==> src/rtl/cfg_pkg.sv <==
// Shared types for the configuration chain master: the fp word type and the cfg FSM/state constants.
package fp;
  localparam int WORD_LENGTH = 16;
  typedef logic [WORD_LENGTH-1:0] fpType;
endpackage

package cfg_pkg;
  localparam int HALF_PERIOD_DEF = 2;

  typedef enum logic [1:0] {
    IDLE   = 2'd0,
    LOW    = 2'd1,
    HIGH   = 2'd2,
    FINISH = 2'd3
  } cfg_state_t;
endpackage

==> src/rtl/cfg_word_buffer.sv <==
// CHAIN_LEN-deep word store: append-only write port with fill count, combinational read by index.
module cfg_word_buffer
  import fp::*;
#(
  parameter int CHAIN_LEN = 3,
  parameter int IW        = (CHAIN_LEN > 1) ? $clog2(CHAIN_LEN) : 1,
  parameter int CW        = $clog2(CHAIN_LEN + 1)
) (
  input  logic          clk,
  input  logic          reset,
  input  logic          i_wr_en,
  input  fpType         i_wr_data,
  input  logic          i_clr,
  input  logic [IW-1:0] i_rd_idx,
  output fpType         o_rd_data,
  output logic [CW-1:0] o_count,
  output logic          o_full
);
  fpType         r_mem [CHAIN_LEN];
  logic [CW-1:0] r_count;
  logic          w_wr;

  assign o_full    = (r_count == CW'(CHAIN_LEN));
  assign w_wr      = i_wr_en && !o_full;
  assign o_count   = r_count;
  assign o_rd_data = r_mem[i_rd_idx];

  always_ff @(posedge clk) begin
    if (reset)       r_count <= '0;
    else if (i_clr)  r_count <= '0;
    else if (w_wr)   r_count <= r_count + 1'b1;
  end

  // Contents are not reset; only the count qualifies them.
  always_ff @(posedge clk) begin
    if (w_wr) r_mem[r_count[IW-1:0]] <= i_wr_data;
  end
endmodule

==> src/rtl/config_chain_master.sv <==
// Transmitting end of the compartment configuration chain: buffers CHAIN_LEN words and shifts them out
// under a slow generated clock. Optional readback of the old chain contents under `CFG_READBACK_EN.
module config_chain_master
  import fp::*;
  import cfg_pkg::*;
#(
  parameter int CHAIN_LEN   = 3,
  parameter int HALF_PERIOD = HALF_PERIOD_DEF
) (
  input  logic  clk,
  input  logic  reset,
  input  logic  wr_valid,
  output logic  wr_ready,
  input  fpType wr_data,
  input  logic  start,
  output logic  busy,
  output logic  done,
  output logic  start_err,
  output logic  cfg_data_clk,
  output fpType cfg_data_out,
  input  fpType cfg_data_return,
  output logic  rd_valid,
  output fpType rd_data
);
  localparam int IW = (CHAIN_LEN > 1) ? $clog2(CHAIN_LEN) : 1;
  localparam int CW = $clog2(CHAIN_LEN + 1);
  localparam int PW = $clog2(HALF_PERIOD) + 1;
  localparam logic [PW-1:0] PH_LOAD  = PW'(HALF_PERIOD - 1);
  localparam logic [IW-1:0] IDX_LAST = IW'(CHAIN_LEN - 1);

  cfg_state_t    r_state;
  logic [IW-1:0] r_idx;
  logic [PW-1:0] r_ph;
  logic          r_clk;
  logic          r_start_err;
  fpType         r_dout;

  logic          w_idle, w_full, w_wr_en, w_accept, w_low_last;
  logic [IW-1:0] w_rd_idx;
  logic [CW-1:0] w_count;
  fpType         w_rd_data;

  assign w_idle     = (r_state == IDLE);
  assign wr_ready   = w_idle && !w_full;
  assign w_wr_en    = wr_valid && wr_ready;
  // Full implies no write this cycle, so start is judged on the pre-write count.
  assign w_accept   = start && w_idle && w_full;
  assign w_low_last = (r_state == LOW) && (r_ph == '0);
  assign w_rd_idx   = (r_state == HIGH) ? IW'(r_idx + 1'b1) : '0;

  cfg_word_buffer #(.CHAIN_LEN(CHAIN_LEN), .IW(IW), .CW(CW)) u_buf (
    .clk       (clk),
    .reset     (reset),
    .i_wr_en   (w_wr_en),
    .i_wr_data (wr_data),
    .i_clr     (r_state == FINISH),
    .i_rd_idx  (w_rd_idx),
    .o_rd_data (w_rd_data),
    .o_count   (w_count),
    .o_full    (w_full)
  );

  always_ff @(posedge clk) begin
    if (reset) begin
      r_state     <= IDLE;
      r_idx       <= '0;
      r_ph        <= '0;
      r_clk       <= 1'b0;
      r_dout      <= '0;
      r_start_err <= 1'b0;
    end else begin
      r_start_err <= start && !w_accept;
      case (r_state)
        IDLE: if (w_accept) begin
          r_state <= LOW;
          r_ph    <= PH_LOAD;
          r_dout  <= w_rd_data;
        end
        LOW: if (r_ph == '0) begin
          r_state <= HIGH;
          r_ph    <= PH_LOAD;
          r_clk   <= 1'b1;
        end else r_ph <= r_ph - 1'b1;
        HIGH: if (r_ph == '0) begin
          r_clk <= 1'b0;
          if (r_idx == IDX_LAST) r_state <= FINISH;
          else begin
            r_idx   <= r_idx + 1'b1;
            r_state <= LOW;
            r_ph    <= PH_LOAD;
            r_dout  <= w_rd_data;
          end
        end else r_ph <= r_ph - 1'b1;
        FINISH: begin
          r_state <= IDLE;
          r_idx   <= '0;
        end
        default: r_state <= IDLE;
      endcase
    end
  end

  assign busy         = !w_idle;
  assign done         = (r_state == FINISH);
  assign start_err    = r_start_err;
  assign cfg_data_clk = r_clk;
  assign cfg_data_out = r_dout;

`ifdef CFG_READBACK_EN
  logic w_unused;
  assign w_unused = ^w_count;

  // Sampled just before the rising edge, so this is the tail's previous content.
  always_ff @(posedge clk) begin
    if (reset) begin
      rd_valid <= 1'b0;
      rd_data  <= '0;
    end else begin
      rd_valid <= w_low_last;
      if (w_low_last) rd_data <= cfg_data_return;
    end
  end
`else
  logic w_unused;
  assign w_unused = ^{cfg_data_return, w_count, w_low_last};
  assign rd_valid = 1'b0;
  assign rd_data  = '0;
`endif
endmodule

==> config.mk <==
export PLATFORM = sky130hd
export DESIGN_NAME = config_chain_master
export DESIGN_NICKNAME = d
export VERILOG_FILES = /design/src/rtl/cfg_pkg.sv /design/src/rtl/cfg_word_buffer.sv /design/src/rtl/config_chain_master.sv
export SDC_FILE = /design/constraint.sdc
export NUM_CORES = 1
export LEC_CHECK = 0
export CAP_MARGIN = 20
export CORE_MARGIN = 5
export CORE_UTILIZATION = 45
export CTS_CLUSTER_DIAMETER = 40
export CTS_CLUSTER_SIZE = 28
export DETAILED_ROUTE_END_ITERATION = 7
export PLACE_DENSITY_LB_ADDON = 0.3
export SYNTH_ARGS = -nofsm -noshare
export SYNTH_HDL_FRONTEND = slang
export SYNTH_HIERARCHICAL = 1
export SYNTH_SLANG_ARGS = --single-unit
==> constraint.sdc <==
create_clock -name clk -period 2 [get_ports clk]
set_clock_uncertainty 0.15 [all_clocks]
set_input_delay 0.5 -clock clk [delete_from_list [all_inputs] [get_ports clk]]
set_output_delay 0.5 -clock clk [all_outputs]
set_load 0.02 [all_outputs]
==> results.json <==
{
  "status": "completed",
  "dieArea_sq_mm": 0.009126,
  "nFillCells": 619,
  "drtPass1Iterations": 4,
  "placementRows": 31,
  "worst_setup_path_end_kind": "output port",
  "max_cap_viol_count": 0,
  "cts-root-buf": "clkbuf_8",
  "crit_fanout": 2,
  "fmax_ghz": 0.5108,
  "drive_above_1_share_pct": 17.43,
  "cts-buffers-inserted": 9,
  "htree_levels": 3,
  "path_cells": "clkdlybuf4s50_1",
  "hp-class": "register to register",
  "cp.arrival_ns": 1.31,
  "drc": 0,
  "crit_buf_inv": 1,
  "diodes": 0,
  "dieWidth_um": 95.53,
  "ir_worst_vdd_mv": 0.5150,
  "yosysWarnings": 6,
  "cp-endpoint": "cfg_data_out[6]",
  "drt_iter0_markers": 54,
  "ys_seq_area_share_pct": 59.60,
  "setup-violations-final": 0,
  "grt_max_degree": 43,
  "slowest_stage": "clkdlybuf4s50_1",
  "hold_slack_ns": 0.3247,
  "grt_usage_pct": 13.49,
  "p_leak_uw": 0.001427,
  "drv_slew": 0,
  "portBuffers": 40,
  "cp_data_required_time_ns": 1.35,
  "grt_pass1_wl_um": 9273,
  "clock_path_buffers": 2,
  "reg2reg_to": "r_idx[1]$_SDFFE_PP0P_",
  "fin_tns_setup_ns": 0,
  "p_per_area_mw_per_mm2": 969.2,
  "seq_area_sq_mm": 0.001963,
  "final_util_pct": 57.05,
  "avgViaCountPerCell": 4.735,
  "worstReg2RegStart": "r_state[1]$_SDFFE_PP0P_",
  "dp.final_hpwl_um": 3877,
  "cp-start-kind": "register",
  "crit_start": "cfg_data_out[6]$_SDFFE_PP0P_",
  "vias": 2017,
  "synthToLayoutAreaGrowth_pct": 24.36,
  "ant_nets": 0,
  "cts_tree": "done",
  "clock_latency_ns": 0.34,
  "clkTransAtPathRegs_ns": 0.08,
  "cp_top_family": "buffers and inverters",
  "wire_per_inst_um": 13.47,
  "crit_type": "register to output port",
  "ctsHoldBuffers": 0,
  "start_util_pct": 45.88,
  "p_total_uw": 3968,
  "r2r_slack_ns": 0.06,
  "clock-sinks": 74,
  "grt-ovfl-total": 0,
  "hold_violations": 0,
  "syn-instance-count": 262,
  "multi_input_area_sq_mm": 0.001182,
  "finalCritPeriodShare_pct": 97.88,
  "cp.depth": 1,
  "die_y_um": 95.53,
  "grt_pass1_vias": 1976,
  "crit_path_max_incr_delay_ns": 0.61,
  "avgSynthCellArea_sq_um": 12.56,
  "final_net_count": 368,
  "worst-r2r-cell-count": 6,
  "place_congestion": 0.7772,
  "io_pins": 74,
  "fin_crit_ns": 1.958,
  "antenna_found_initial": 0,
  "synth_seq_cells": 74,
  "drt-total-wl_um": 5737,
  "synth.cell_area_sq_mm": 0.003292,
  "core_area_sq_mm": 0.007176,
  "yosysUniqueCellTypes": 34
}
[where the power goes]
part | leakage, uW | switching [uW] | internal [uW] | total [uW]
clock | 0.0000954 | 553 | 573 | 1130
combinational | 0.000678 | 456 | 370 | 826
sequential | 0.000653 | 89.7 | 1930 | 2020
[logic make-up after synthesis]
family | share of synthesized area, %
multiplexers | 10.03
other | 0.1139
AO/OA/AOI/OAI | 6.386
XOR/XNOR | 0.2661
buffers and inverters | 7.525
AND/OR/NAND/NOR | 12.28
adder cells (fa/ha/maj) | 3.801
flip-flops | 59.60
[synth_stat cells]
cell type,count,share of area [%]
o21ai_1,10,1.5
nor2b_4,1,0.42
buf_4,18,4.1
mux2i_1,33,10
nand2_1,17,1.9
or3_1,1,0.19
nand3b_1,1,0.23
or4_1,2,0.46
xnor2_1,1,0.27
dfxtp_1,26,16
a21oi_1,5,0.76
o31a_2,1,0.30
o22a_2,1,0.30
buf_12,1,0.61
or3b_1,1,0.27
nor2b_1,2,0.38
buf_2,2,0.30
inv_1,9,1.0
buf_6,3,1.0
and2_1,5,0.95
a21boi_1,1,0.23
o21ai_0,9,1.4
nor2_1,5,0.57
nand3_1,1,0.15
o31ai_1,1,0.23
a21oi_4,1,0.49
ha_1,10,3.8
edfxtp_1,48,44
a211oi_1,4,0.91
conb_1,1,0.11
nor3_1,3,0.46
nand2b_1,33,6.3
clkbuf_1,4,0.46
a211o_1,1,0.27
[sequential cells by signal, indices dropped and copies added, names as in the netlist]
register,cells
r_idx,2
r_state,2
r_ph,2
u_buf/o_count,2
cfg_data_clk,1
cfg_data_out,16
u_buf/r_mem,48
start_err,1
[repair_timing]
item                                    CTS  global route
gates resized for setup                  11            10
endpoints found under the setup margin    4            22
setup buffers                             0             0
gates cloned                              0             0
[metrics by stage]
stage               instance area [sq um]  worst slack, ns  cells
finish                               4094          0.04239    426
global placement                     3877         -0.03601    410
global route                         4094        -0.006350    426
CTS                                  4076         0.006139    426
floorplan                            3367          0.01887    278
detailed placement                   3877         -0.04981    410
[final cells by class]
| type | instances | area share [%] |
|---|---|---|
| clock buffers | 9 | 3.026 |
| clock inverters | 7 | 1.681 |
| inverters | 9 | 0.8252 |
| flip-flops and latches | 74 | 47.95 |
| multi-input cells | 167 | 28.88 |
| repair buffers | 61 | 14.61 |
| well taps | 99 | 3.026 |
[placed cells by master (no fill, tap or decap), types with 4 or more instances in the layout]
cell,instances
inv_1,8
ha_1,7
a21oi_1,4
o21ai_1,11
nor2_1,4
conb_1,17
nand2b_1,33
buf_4,18
a211oi_1,4
o21ai_0,8
mux2i_1,33
clkbuf_8,9
dfxtp_1,25
nand2_1,17
edfxtp_1,48
clkdlybuf4s50_1,35
[per-layer routing]
| layer | track usage, % | vias to the layer above | share of wire (%) |
|---|---|---|---|
| met1 | 16.11 | 965 | 43 |
| li1 | - | 1000 | - |
| met5 | 0 | - | 0 |
| met2 | 22.93 | 43 | 50 |
| met4 | 6.043 | 0 | 2.0 |
| met3 | 3.315 | 9 | 4.5 |
[how the worst min path moves through the flow]
stage / slack (ns) / startpoint / cells past startpoint / endpoint
after floorplan: 0.30 / r_idx[1]$_SDFFE_PP0P_ / 2 / r_idx[1]$_SDFFE_PP0P_
after global placement: 0.31 / cfg_data_out[13]$_SDFFE_PP0P_ / 2 / cfg_data_out[13]$_SDFFE_PP0P_
after detailed placement: 0.31 / cfg_data_out[0]$_SDFFE_PP0P_ / 2 / cfg_data_out[0]$_SDFFE_PP0P_
after CTS: 0.33 / cfg_data_out[0]$_SDFFE_PP0P_ / 2 / cfg_data_out[0]$_SDFFE_PP0P_
after global routing: 0.35 / cfg_data_out[0]$_SDFFE_PP0P_ / 2 / cfg_data_out[0]$_SDFFE_PP0P_
final: 0.32 / cfg_data_out[0]$_SDFFE_PP0P_ / 2 / cfg_data_out[0]$_SDFFE_PP0P_
Note: power is estimated with default switching activity, not from simulation.
